==> src/rtl/vec_spi_rx_pkg.sv <==
// Shared constants for the view-vector SPI receiver: vector geometry, counter width
// and the power-on camera state.
package vec_spi_rx_pkg;

  localparam int unsigned VEC_W      = 16;
  localparam int unsigned NVEC       = 6;
  localparam int unsigned FRAME_BITS = NVEC * VEC_W;
  // Counter must reach FRAME_BITS+1 so an over-long frame stays distinguishable.
  localparam int unsigned CNT_W      = $clog2(FRAME_BITS + 2);

  localparam logic [VEC_W-1:0] RST_PX = 16'h0A00;
  localparam logic [VEC_W-1:0] RST_PY = 16'h0A00;
  localparam logic [VEC_W-1:0] RST_FX = 16'h0000;
  localparam logic [VEC_W-1:0] RST_FY = 16'h0400;
  localparam logic [VEC_W-1:0] RST_VX = 16'hFE00;
  localparam logic [VEC_W-1:0] RST_VY = 16'h0000;

  function automatic logic [FRAME_BITS-1:0] rst_frame();
    return {RST_PX, RST_PY, RST_FX, RST_FY, RST_VX, RST_VY};
  endfunction

endpackage

==> src/rtl/vec_spi_rx_if.sv <==
// SPI peripheral pin bundle; the SoC side drives it, the receiver only samples it.
interface vec_spi_rx_if;

  logic csb;
  logic sclk;
  logic mosi;

  modport master (output csb, output sclk, output mosi);
  modport slave  (input  csb, input  sclk, input  mosi);

endinterface

==> src/rtl/vec_spi_rx_sync2.sv <==
// Two-flop synchronizer with a configurable idle (reset) value per bit.
module sync2 #(
  parameter int unsigned       Width    = 1,
  parameter logic [Width-1:0]  ResetVal = '0
) (
  input  logic             clk_i,
  input  logic             rst_ni,
  input  logic [Width-1:0] d_i,
  output logic [Width-1:0] q_o
);

  logic [Width-1:0] meta_d, meta_q;
  logic [Width-1:0] sync_d, sync_q;

  always_comb begin
    meta_d = d_i;
    sync_d = meta_q;
  end

  always_ff @(posedge clk_i) begin
    if (!rst_ni) begin
      meta_q <= ResetVal;
      sync_q <= ResetVal;
    end else begin
      meta_q <= meta_d;
      sync_q <= sync_d;
    end
  end

  assign q_o = sync_q;

endmodule

==> src/rtl/vec_spi_rx.sv <==
// Receives 96-bit camera-vector frames over SPI and commits them to the outputs
// only at the vertical-blanking boundary, so a frame never tears mid-render.
module vec_spi_rx #(
  parameter int unsigned VEC_W = vec_spi_rx_pkg::VEC_W,
  parameter int unsigned NVEC  = vec_spi_rx_pkg::NVEC
) (
  input  logic              i_clk,
  input  logic              i_reset_n,
  input  logic              i_la_invalid,
  vec_spi_rx_if.slave       spi,
  input  logic              i_frame_end,
  output logic [VEC_W-1:0]  o_px,
  output logic [VEC_W-1:0]  o_py,
  output logic [VEC_W-1:0]  o_fx,
  output logic [VEC_W-1:0]  o_fy,
  output logic [VEC_W-1:0]  o_vx,
  output logic [VEC_W-1:0]  o_vy,
  output logic              o_vec_updated,
  output logic              o_frame_err,
  output logic              o_busy
);

  import vec_spi_rx_pkg::*;

  localparam int unsigned     FrameW  = NVEC * VEC_W;
  localparam logic [CNT_W-1:0] CntFull = CNT_W'(FrameW);
  localparam logic [CNT_W-1:0] CntMax  = CNT_W'(FrameW + 1);

  logic [2:0] pins_s;
  logic       csb_s, sclk_s, mosi_s, csb_eff;

  sync2 #(
    .Width    (3),
    .ResetVal (3'b100)
  ) u_sync (
    .clk_i  (i_clk),
    .rst_ni (i_reset_n),
    .d_i    ({spi.csb, spi.sclk, spi.mosi}),
    .q_o    (pins_s)
  );

  assign csb_s   = pins_s[2];
  assign sclk_s  = pins_s[1];
  assign mosi_s  = pins_s[0];
  assign csb_eff = csb_s | i_la_invalid;

  logic              sclk_prev_d, sclk_prev_q;
  logic              csb_eff_d, csb_eff_q;
  logic              shift_d, shift_q;
  logic              mosi_d, mosi_q;
  logic              rise_d, rise_q;
  logic              fall_d, fall_q;
  logic              busy_d, busy_q;
  logic [CNT_W-1:0]  cnt_d, cnt_q;
  logic [FrameW-1:0] shreg_d, shreg_q;
  logic [FrameW-1:0] pend_d, pend_q;
  logic              pend_valid_d, pend_valid_q;
  logic [FrameW-1:0] out_d, out_q;
  logic              upd_d, upd_q;
  logic              err_d, err_q;
  logic              load, commit;

  always_comb begin
    // Edge events are registered once more so data and CSB actions share one pipeline stage.
    sclk_prev_d = sclk_s;
    csb_eff_d   = csb_eff;
    shift_d     = sclk_s & ~sclk_prev_q & ~csb_eff;
    mosi_d      = mosi_s;
    rise_d      = csb_eff & ~csb_eff_q;
    fall_d      = ~csb_eff & csb_eff_q;
    busy_d      = ~csb_eff;

    cnt_d   = cnt_q;
    shreg_d = shreg_q;
    if (fall_q) begin
      cnt_d   = '0;
      shreg_d = '0;
    end else if (shift_q) begin
      shreg_d = {shreg_q[FrameW-2:0], mosi_q};
      if (cnt_q != CntMax) begin
        cnt_d = cnt_q + CNT_W'(1);
      end
    end

    load   = rise_q && (cnt_q == CntFull);
    err_d  = rise_q && (cnt_q != CntFull) && (cnt_q != '0);
    commit = i_frame_end && pend_valid_q;

    // Commit reads the old pending frame even when a new one lands in the same cycle.
    out_d        = commit ? pend_q : out_q;
    upd_d        = commit;
    pend_d       = load ? shreg_q : pend_q;
    pend_valid_d = load | (pend_valid_q & ~commit);
  end

  always_ff @(posedge i_clk) begin
    if (!i_reset_n) begin
      sclk_prev_q  <= 1'b0;
      csb_eff_q    <= 1'b1;
      shift_q      <= 1'b0;
      mosi_q       <= 1'b0;
      rise_q       <= 1'b0;
      fall_q       <= 1'b0;
      busy_q       <= 1'b0;
      cnt_q        <= '0;
      shreg_q      <= '0;
      pend_q       <= '0;
      pend_valid_q <= 1'b0;
      out_q        <= rst_frame();
      upd_q        <= 1'b0;
      err_q        <= 1'b0;
    end else begin
      sclk_prev_q  <= sclk_prev_d;
      csb_eff_q    <= csb_eff_d;
      shift_q      <= shift_d;
      mosi_q       <= mosi_d;
      rise_q       <= rise_d;
      fall_q       <= fall_d;
      busy_q       <= busy_d;
      cnt_q        <= cnt_d;
      shreg_q      <= shreg_d;
      pend_q       <= pend_d;
      pend_valid_q <= pend_valid_d;
      out_q        <= out_d;
      upd_q        <= upd_d;
      err_q        <= err_d;
    end
  end

  assign o_px          = out_q[FrameW-1 -: VEC_W];
  assign o_py          = out_q[FrameW-1-VEC_W -: VEC_W];
  assign o_fx          = out_q[FrameW-1-2*VEC_W -: VEC_W];
  assign o_fy          = out_q[FrameW-1-3*VEC_W -: VEC_W];
  assign o_vx          = out_q[FrameW-1-4*VEC_W -: VEC_W];
  assign o_vy          = out_q[FrameW-1-5*VEC_W -: VEC_W];
  assign o_vec_updated = upd_q;
  assign o_frame_err   = err_q;
  assign o_busy        = busy_q;

endmodule

==> src/flat_wrapper.sv <==
// flat-port wrapper written by rule: the top's interface ports become plain ports
module vec_spi_rx_flat import vec_spi_rx_pkg::*;
#(
  parameter int unsigned VEC_W = vec_spi_rx_pkg::VEC_W,
  parameter int unsigned NVEC  = vec_spi_rx_pkg::NVEC
)
  (i_clk, i_reset_n, i_la_invalid, i_frame_end, o_px, o_py, o_fx, o_fy, o_vx, o_vy, o_vec_updated, o_frame_err, o_busy, spi_csb, spi_sclk, spi_mosi);
  vec_spi_rx_if spi_i ();
  input  logic i_clk;
  input  logic i_reset_n;
  input  logic i_la_invalid;
  input  logic i_frame_end;
  output logic [VEC_W-1:0] o_px;
  output logic [VEC_W-1:0] o_py;
  output logic [VEC_W-1:0] o_fx;
  output logic [VEC_W-1:0] o_fy;
  output logic [VEC_W-1:0] o_vx;
  output logic [VEC_W-1:0] o_vy;
  output logic o_vec_updated;
  output logic o_frame_err;
  output logic o_busy;
  input wire logic [$bits(spi_i.csb)-1:0] spi_csb;
  input wire logic [$bits(spi_i.sclk)-1:0] spi_sclk;
  input wire logic [$bits(spi_i.mosi)-1:0] spi_mosi;
  assign spi_i.csb = spi_csb;
  assign spi_i.sclk = spi_sclk;
  assign spi_i.mosi = spi_mosi;
  vec_spi_rx #(.VEC_W(VEC_W), .NVEC(NVEC)) u_core (.i_clk(i_clk), .i_reset_n(i_reset_n), .i_la_invalid(i_la_invalid), .spi(spi_i), .i_frame_end(i_frame_end), .o_px(o_px), .o_py(o_py), .o_fx(o_fx), .o_fy(o_fy), .o_vx(o_vx), .o_vy(o_vy), .o_vec_updated(o_vec_updated), .o_frame_err(o_frame_err), .o_busy(o_busy));
endmodule
==> config.mk <==
export PLATFORM = sky130hd
export DESIGN_NAME = vec_spi_rx_flat
export DESIGN_NICKNAME = d
export VERILOG_FILES = /design/src/rtl/vec_spi_rx_pkg.sv /design/src/rtl/vec_spi_rx_if.sv /design/src/rtl/vec_spi_rx_sync2.sv /design/src/rtl/vec_spi_rx.sv /design/src/flat_wrapper.sv
export SDC_FILE = /design/constraint.sdc
export NUM_CORES = 1
export LEC_CHECK = 0
export CAP_MARGIN = 30
export CORE_ASPECT_RATIO = 0.75
export CORE_MARGIN = 2
export CORE_UTILIZATION = 30
export DETAILED_ROUTE_END_ITERATION = 8
export SETUP_SLACK_MARGIN = 0.05
export SLEW_MARGIN = 25
export SYNTH_ARGS = -nofsm -noshare
export SYNTH_HDL_FRONTEND = slang
export SYNTH_SLANG_ARGS = --single-unit
==> constraint.sdc <==
create_clock -name i_clk -period 4.26 [get_ports i_clk]
set_input_delay 0.426 -clock i_clk [delete_from_list [all_inputs] [get_ports i_clk]]
set_output_delay 0.426 -clock i_clk [all_outputs]
set_load 0.05 [all_outputs]
# Word level (Yosys, flattened, before mapping)

Index checks and enable logic that the tools add are counted.

Register bits: 311
Output and inout port bits: 99

Add/subtract/negate cells: 1
Equal/unequal tests: 3
Bitwise gates (word level): 12
Reduce and logical (&&, ||, !) cells: 7

Operators by type and width:

| cell                                         | count |
|---|---|
| != test 7 bit (second input constant)        | 2 |
| adder 7 x 1 -> 7 bit (second input constant) | 1 |
| equality test 7 bit (second input constant)  | 1 |
| nonzero test 7 bit                           | 1 |
| AND 1 bit                                    | 5 |
| NOT 1 bit                                    | 5 |
| logical AND 1 bit                            | 4 |
| OR 1 bit                                     | 2 |
| AND reduction 2 bit                          | 1 |
| OR reduction 2 bit                           | 1 |

# Depth between registers and ports, before layout

Gate-level depths: netlist of the first run.

Depth after elaboration: 4
Depth in mapped cells: 7
Depth with buffers taken out: 4

# Cells and area by module

A second synthesis of the first run with hierarchy kept.

Cells, all modules: 1226
Area, all modules: 11441.0 um^2

Modules (own cells, without submodules):

| module     | times used | cells each | area an instance (um^2) |
|---|---|---|---|
| vec_spi_rx | 1          | 1214       | 11283.3 |
| sync2      | 1          | 12         | 157.7 |

# Worst setup path before layout of the first run

No wires, ideal clock.

Path kind: reg2reg
Start: reg u_core.cnt_q[0]
End: reg u_core.pend_valid_q
Setup time: 115 ps
Arrival time: 1377 ps
Data required time: 4145 ps
Setup slack: 2769 ps
Cell stages (with the launch flop): 8
Path buffers: 3
Period minus slack after synthesis: 1491 ps
Path through: dfxtp_1 -> inv_1 -> ha_1 -> and4_1 -> buf_6 -> buf_8 -> buf_8 -> o21a_1

Word-level cells in the longest chain between the ends: 3

Ends and longest elaborated chain:

| what                     | line              | RTL |
|---|---|---|
| start: declaration       | vec_spi_rx.sv:54  | `logic [CNT_W-1:0] cnt_d, cnt_q;` |
| start signal: assignment | vec_spi_rx.sv:120 | `cnt_q <= cnt_d;` |
| equality test 7 bit      | vec_spi_rx.sv:85  | `load = rise_q && (cnt_q == CntFull);` |
| logical AND 1 bit        | vec_spi_rx.sv:85  |  |
| OR 1 bit                 | vec_spi_rx.sv:93  | `pend_valid_d = load \| (pend_valid_q & ~commit);` |
| end signal: assignment   | vec_spi_rx.sv:123 | `pend_valid_q <= pend_valid_d;` |
| end: declaration         | vec_spi_rx.sv:57  | `logic pend_valid_d, pend_valid_q;` |

No other way between the ends.
A chain may end at the register's enable or synchronous reset.

# Worst setup path after layout of the first run

Start: reg u_core.cnt_q[2]
End: reg u_core.pend_q[52]

Word-level cells in the longest chain between the ends: 2

Ends and longest elaborated chain:

| what                   | line              | RTL |
|---|---|---|
| equality test 7 bit    | vec_spi_rx.sv:85  |  |
| logical AND 1 bit      | vec_spi_rx.sv:85  |  |
| end signal: assignment | vec_spi_rx.sv:122 | `pend_q <= pend_d;` |
| end: declaration       | vec_spi_rx.sv:56  | `logic [FrameW-1:0] pend_d, pend_q;` |

No other way between the ends.

==> key figures, run 1 <==
STA
  • Final Max Slew Viols: 0
  • Final Hold Fails: 0
  • Actual slew at the worst max-slew pin: 894 ps
  • Final min period: ~2400 ps
  • Setup TNS Final: 0 ps
  • Setup violators final: 0
  • Clock Skews: 8.67 ps
  • Period utilization: 0.553
  • Fmax: approximately 420 MHz
  • Rel. slew slack: 0.404
  • RSZ-0062 raised after global routing: no

Global routing
  • Initial antenna violation count: 0
  • Largest net degree at the start of global routing: 164
  • First-pass GRT wire length: 38200 µm
  • Tot GR Track Use: 0.113
  • Total grt overflow: 0
  • Vias in the first global route: about 7.7k

Power and ir drop
  • Worst vdd rail ir drop: 0.282 mV
  • Total Power: 5670 µW
  • PD cells: 409 mW/mm²
  • Logic pwr share: 0.015
  • Clock power frac: 0.472
  • Int Power: about 4500 µW
  • Seq pwr share: 0.513
  • Sw Ratio: 0.211
  • Cell leakage power: 0.00443 µW
  • P_sw: 1200 µW

Cells and area
  • Layout cells sized above 1: 0.0512
  • Area growth, synth to finish: 21.1%
  • Ant diodes: 0
  • Fillers: 3725
  • Final #Nets: 1295

CTS
  • Reg clk slew, reported paths: 60 ps
  • Post-CTS Hold Buffers: 0
  • Post-CTS Setup Repair Bufs: 0
  • CTS tree: built
  • Clk sinks: ~310
  • Clk buf depth: 3
  • Root buf cell: clkbuf_16
  • H-tree levels: 1
  • Total CTS buffers: 31
  • Skew-Pair Late Insertion Delay: about 560 ps
  • Post-cts resize count: 0

Logic synthesis
  • Seq/Total Area, Yosys: 0.544
  • Post-synth cell types: 31
  • Synthesized area per cell: 9.33 µm²
  • Net Count, Synth: 1237
  • Seq cells post-synth: 311
  • Syn Std Cell Area: about 0.011 mm²
  • Cells after Synth: 1227
  • Synth warn: 0

Worst hold path
  • Min-delay worst type: reg -> reg

Flow run
  • Max cap viols: 0

Worst setup path
  • Crit path DAT: roughly 2800 ps
  • Startpoint types: flip-flop
  • Setup crit end kind: flip-flop
  • Critical-path cell list: nor3_2, and4_4, buf_12, mux2i_1
  • CP peak stage delay: a little over 800 ps
  • Crit-path slowest cell: and4_4
  • CP max FO: 57
  • CP Class: reg -> reg
  • Top cell family by delay on the critical path: simple AND/OR/NAND/NOR gates
  • Worst endpoint required time: between 4000 and 5000 ps
  • CP Buf/Inv Count: 1

Floorplan
  • Ports: 106
  • Die area: 0.0397 mm²
  • Core Box Area: 0.0373 mm²
  • Initial Util: 0.307
  • Die H: 173 µm
  • Row count: slightly above 60
  • Die width: 230 µm

Routing
  • Total routed wirelength: roughly 23000 µm
  • Final ANT Viol Nets: 0
  • Iteration-0 DRC Markers: approximately 430
  • Wire per inst: 12.5 µm
  • Vias: 7875
  • Drt pass-1 iters: 4
  • DR vias/cell: 4.34
  • Drt drc: 0

Place
  • Post-DP HPWL: 13500 µm
  • # port buffers: approximately 110
  • RePlAce Congestion: 0.693

Status
  • Status: finished clean
## power by group through the flow
stage,clock network [µW],logic (µW),registers [µW]
final,2680,85.3,2910
after global routing,2880,95.7,2910
after CTS,2780,87.7,2910
after detailed placement,0,87.8,2980
after global placement,0,84.4,2980
after floorplan,0,63.6,2980
## cells in the final DEF, fill, tap and decap left out, drive strengths merged, types with 2 or more instances in the layout
cell / n
clkinv: 11
xor2: 2
and3: 2
nand2: 396
a31oi: 2
o21ai: 2
nand4: 3
inv: 5
clkinvlp: 2
clkbuf: 42
nor2: 100
and2: 8
or3: 2
nand2b: 3
clkdlybuf4s50: 104
nor2b: 2
a21oi: 3
mux2i: 194
bufinv: 2
buf: 8
dfxtp: 311
nand3: 12
a21boi: 84
ha: 3
## per-stage QoR
stage	hold WS, ps	util	area (µm²)	std cells	setup slack [ps]
2_1_floorplan	367	-	11400	1227	2770
3_3_place_gp	361	0.342	12800	1752	1880
3_5_place_dp	368	0.344	12800	1755	1920
4_1_cts	371	0.371	13800	1812	1920
5_1_grt	396	0.371	13900	1813	1790
6_report	378	0.371	13900	1813	1910
## cells by family (layout without fill, tap and decap cells)
group	after synthesis	in the layout	share of synthesized area
xor gates and xnor gates	3	3	0.00230
DFF	311	311	0.544
muxes	194	194	0.170
buffers and inverters	92	174	0.0395
and+or+nand+nor	531	531	0.181
AOI/OAI and AO/OA	93	93	0.0599
adders and majority gates	3	3	0.00328
## routing by layer
metal,track usage,vias to the layer above,wire (µm),share of wire
li1,-,4092,-,-
met1,0.154,3647,11700,0.51
met2,0.180,96,9620,0.42
met3,0.0256,40,883,0.039
met4,0.0281,0,522,0.023
met5,0,-,0,0
## synth_stat cells
cell	n	area, µm²
xnor2_1	1	8.76
buf_12	2	40.0
nor3_2	1	10.0
buf_8	2	30.0
a21oi_1	3	15.0
and2_1	8	50.1
nand2b_1	3	18.8
nor2b_1	2	12.5
buf_4	6	45.0
nand3_1	12	60.1
inv_1	4	15.0
buf_2	17	85.1
ha_1	3	37.5
xor2_1	2	17.5
or3_1	2	12.5
and3_1	2	12.5
o21a_1	1	7.51
mux2i_1	194	1940
buf_1	4	15.0
dfxtp_1	311	6230
a311o_1	1	10.0
nor2_1	100	375
clkbuf_1	56	210
a31oi_1	2	12.5
nor3b_1	1	7.51
o21ai_0	2	10.0
nand2_1	396	1490
buf_6	1	11.3
and4_1	1	8.76
a21boi_0	84	631
nand4_1	3	18.8
## cell type report
cell class	instances	area [µm²]	share of cell area
flip-flops and latches	311	6230	0.449
multi-input cells	824	4780	0.345
repair buffers	113	1200	0.0864
clock buffers	41	863	0.0623
well taps	504	631	0.0455
clock inverters	16	139	0.0100
inverters	4	15.0	0.00108
## path summary, 6_finish.rpt
path,start,endpoint,slack (ps),cells past startpoint
setup reg to reg,u_core.cnt_q[2]$_SDFFE_PP0P_,u_core.pend_q[52]$_SDFFE_PN0P_,1910,4
setup / recovery,u_core.cnt_q[2]$_SDFFE_PP0P_,u_core.pend_q[52]$_SDFFE_PN0P_,1910,4
hold reg to reg,u_core.sclk_prev_q$_SDFF_PN0_,u_core.shift_q$_SDFF_PN0_,380,1
hold / removal,u_core.sclk_prev_q$_SDFF_PN0_,u_core.shift_q$_SDFF_PN0_,380,1
## worst reg2reg max path: stages, from the launching register on
cell	delay, ps
dfxtp_1	360
nor3_2	310
and4_4	810
buf_12	440
mux2i_1	350
## sequential cells by signal, indices dropped and copies added, names as in the netlist
signal                cells
u_core.out_q             96
u_core.pend_q            96
u_core.shreg_q           96
u_core.cnt_q              7
u_core.u_sync.meta_q      3
u_core.u_sync.q_o         3
u_core.csb_eff_q          1
u_core.fall_q             1
u_core.mosi_q             1
u_core.o_busy             1
u_core.o_frame_err        1
u_core.o_vec_updated      1
u_core.pend_valid_q       1
u_core.rise_q             1
u_core.sclk_prev_q        1
u_core.shift_q            1
(Power assumes the default switching activity.)
==> run 2: changes to the inputs <==
==> constraint.sdc (replaced) <==
create_clock -name i_clk -period 2.4 [get_ports i_clk]
set_input_delay 0.24 -clock i_clk [delete_from_list [all_inputs] [get_ports i_clk]]
set_output_delay 0.24 -clock i_clk [all_outputs]
set_load 0.05 [all_outputs]
==> run 2 against run 1 <==
Flip-flop and latch count stayed put. Register-to-register slack lost 1400 ps. Sequential share of layout area shrank 0.057 points. Largest power group unchanged. Largest cell class unchanged. Power up 74%. Clock-buffer cell count is 6 higher.
==> key figures, run 2 (same netlist as run 1, synthesis figures left out) <==
Status
  • Status: finished clean

Worst setup path
  • Top cell family by delay on the critical path: buffers and inverters
  • Crit-path slowest cell: clkdlybuf4s50_1
  • CP Buf/Inv Count: 1 (unchanged)
  • CP Class: reg -> out
  • CP peak stage delay: 830 ps (+20 ps)
  • Worst endpoint required time: 2160 ps (-2580 ps)
  • Setup crit end kind: output port
  • Crit path DAT: 1780 ps (-1060 ps)
  • CP max FO: 2 (-96%)
  • Critical-path cell list: clkdlybuf4s50_1
  • Startpoint types: flip-flop

STA
  • Rel. slew slack: 0.588 (+0.185)
  • Fmax: 495 MHz
  • Period utilization: 0.842
  • Actual slew at the worst max-slew pin: 617 ps (-277 ps)
  • RSZ-0062 raised after global routing: no
  • Clock Skews: 8.79 ps (+0.123 ps)
  • Final Hold Fails: 0 (unchanged)
  • Final Max Slew Viols: 0 (unchanged)
  • Setup violators final: 0 (unchanged)
  • Final min period: 2020 ps
  • Setup TNS Final: 0 ps (unchanged)

Power and ir drop
  • Worst vdd rail ir drop: 0.463 mV (+64%)
  • Int Power: 7810 µW (+75%)
  • Cell leakage power: 0.00444 µW (about the same)
  • P_sw: 2080 µW (+73%)
  • Seq pwr share: 0.523 (+0.010)
  • Clock power frac: 0.461 (-0.011)
  • PD cells: 713 mW/mm² (+74%)
  • Logic pwr share: 0.016 (about the same)
  • Sw Ratio: 0.210 (-0.00110)

Place
  • # port buffers: 105 (unchanged)
  • Post-DP HPWL: 13900 µm (+2.8%)
  • RePlAce Congestion: 0.699 (+0.84%)
  • Post-DP Area: 0.0129 mm² (+0.68%)

Routing
  • Wire per inst: 12.6 µm (+0.47%)
  • DR vias/cell: 4.36 (+0.44%)
  • Drt pass-1 iters: 4 (unchanged)
  • Drt drc: 0 (unchanged)
  • Vias: 7914 (+0.50%)
  • Iteration-0 DRC Markers: 441 (+3.8%)
  • Final ANT Viol Nets: 0 (unchanged)
  • Total routed wirelength: 22800 µm (+0.52%)

CTS
  • CTS tree: built
  • Reg clk slew, reported paths: 60 ps (about the same)
  • Clk buf depth: 3 (unchanged)
  • Total CTS buffers: 31 (unchanged)
  • H-tree levels: 1 (unchanged)
  • Skew-Pair Late Insertion Delay: 560 ps (about the same)
  • Clk sinks: 311 (unchanged)
  • Root buf cell: clkbuf_16

Global routing
  • Tot GR Track Use: 0.114 (+0.00132)
  • First-pass GRT wire length: 38400 µm (+0.49%)
  • Total grt overflow: 0 (unchanged)
  • Initial antenna violation count: 0 (unchanged)
  • Largest net degree at the start of global routing: 153 (-6.7%)
  • Vias in the first global route: 7612 (-0.60%)

Cells and area
  • Finished Cell Area: 0.0139 mm² (+0.13%)
  • Final #Nets: 1300 (+0.39%)
  • Layout cells sized above 1: 0.0489 (-0.00233)
  • Commonest non-fill, non-tap cell in the layout: nand2_1
  • Commonest non-fill, non-tap cells in the layout: nand2_1, dfxtp_1, mux2i_1, clkdlybuf4s50_1, nor2_1
  • Area growth, synth to finish: 21.3%
  • Ant diodes: 0 (unchanged)
  • Largest regs: u_core.out_q x96, u_core.pend_q x96, u_core.shreg_q x96

Floorplan
  • Die area: 0.0397 mm² (unchanged)
  • Die H: 173 µm (unchanged)
  • Row count: 61 (unchanged)
  • Initial Util: 0.307 (unchanged)
  • Die width: 230 µm (unchanged)
  • Ports: 106 (unchanged)
  • Core Box Area: 0.0373 mm² (unchanged)

Worst hold path
  • Min-delay worst type: in -> reg

Flow run
  • Max cap viols: 0 (unchanged)
-- run 2: cell types whose count changed in the layout (fill, tap and decap cells not counted), sizes merged --
cell,previous run,this run
clkinv,11,5
dlygate4sd3,0,1
buf,8,12
bufinv,2,0
clkinvlp,2,0
clkbuf,42,48
-- run 2: repair_timing --
item                                   in CTS  in global routing
resized for setup                           0                  0
hold buffers                                1                  0
endpoints found under the hold margin       1                  0
buffers inserted                            0                  0
-- run 2: through the flow --
| stage | hold slack [ps] | instances | setup WS [ps] | utilization | total power (µW) |
|---|---|---|---|---|---|
| 4_1_cts | 192 | 1814 | 312 | 0.372 | 10100 |
| 5_1_grt | 211 | 1814 | 315 | 0.372 | 10300 |
| 3_3_place_gp | 361 | 1760 | 608 | 0.346 | 5440 |
| 3_5_place_dp | 366 | 1760 | 534 | 0.346 | 5440 |
| 2_1_floorplan | 341 | 1227 | 909 | - | 5400 |
| 6_report | 233 | 1814 | 379 | 0.372 | 9890 |
-- run 2: area by class of cell --
type                       instances  area, µm²
multi-input combinational        824       4780
clock buffer                      47        916
fill                            3780      23400
clock inverter                     6       33.8
sequential                       311       6230
inverter                           4       15.0
timing repair buffer             118       1270
tap                              504        631
-- run 2: power by group through the flow --
stage	logic, µW	registers (µW)	clock network [µW]
6_report	157	5170	4560
5_1_grt	175	5170	4980
4_1_cts	162	5170	4770
3_5_place_dp	160	5280	0
3_3_place_gp	159	5280	0
2_1_floorplan	113	5280	0
-- run 2: final timing paths --
kind                                  from                                  to  slack [ps]  cells past startpoint
max          u_core.out_q[74]$_SDFFE_PN0P_                            o_py[10]         380                      1
min                                spi_csb  u_core.u_sync.meta_q[2]$_SDFF_PN1_         230                      2
max reg2reg   u_core.cnt_q[2]$_SDFFE_PP0P_      u_core.pend_q[55]$_SDFFE_PN0P_         530                      4
min reg2reg  u_core.sclk_prev_q$_SDFF_PN0_           u_core.shift_q$_SDFF_PN0_         360                      1
-- run 2: metal layers --
| metal | GRT usage | up-vias | wire length [µm] |
|---|---|---|---|
| met2 | 0.180 | 96 | 9710 |
| met4 | 0.0287 | 0 | 547 |
| met5 | 0 | - | 0 |
| li1 | - | 4099 | - |
| met3 | 0.0285 | 38 | 1040 |
| met1 | 0.156 | 3681 | 11500 |
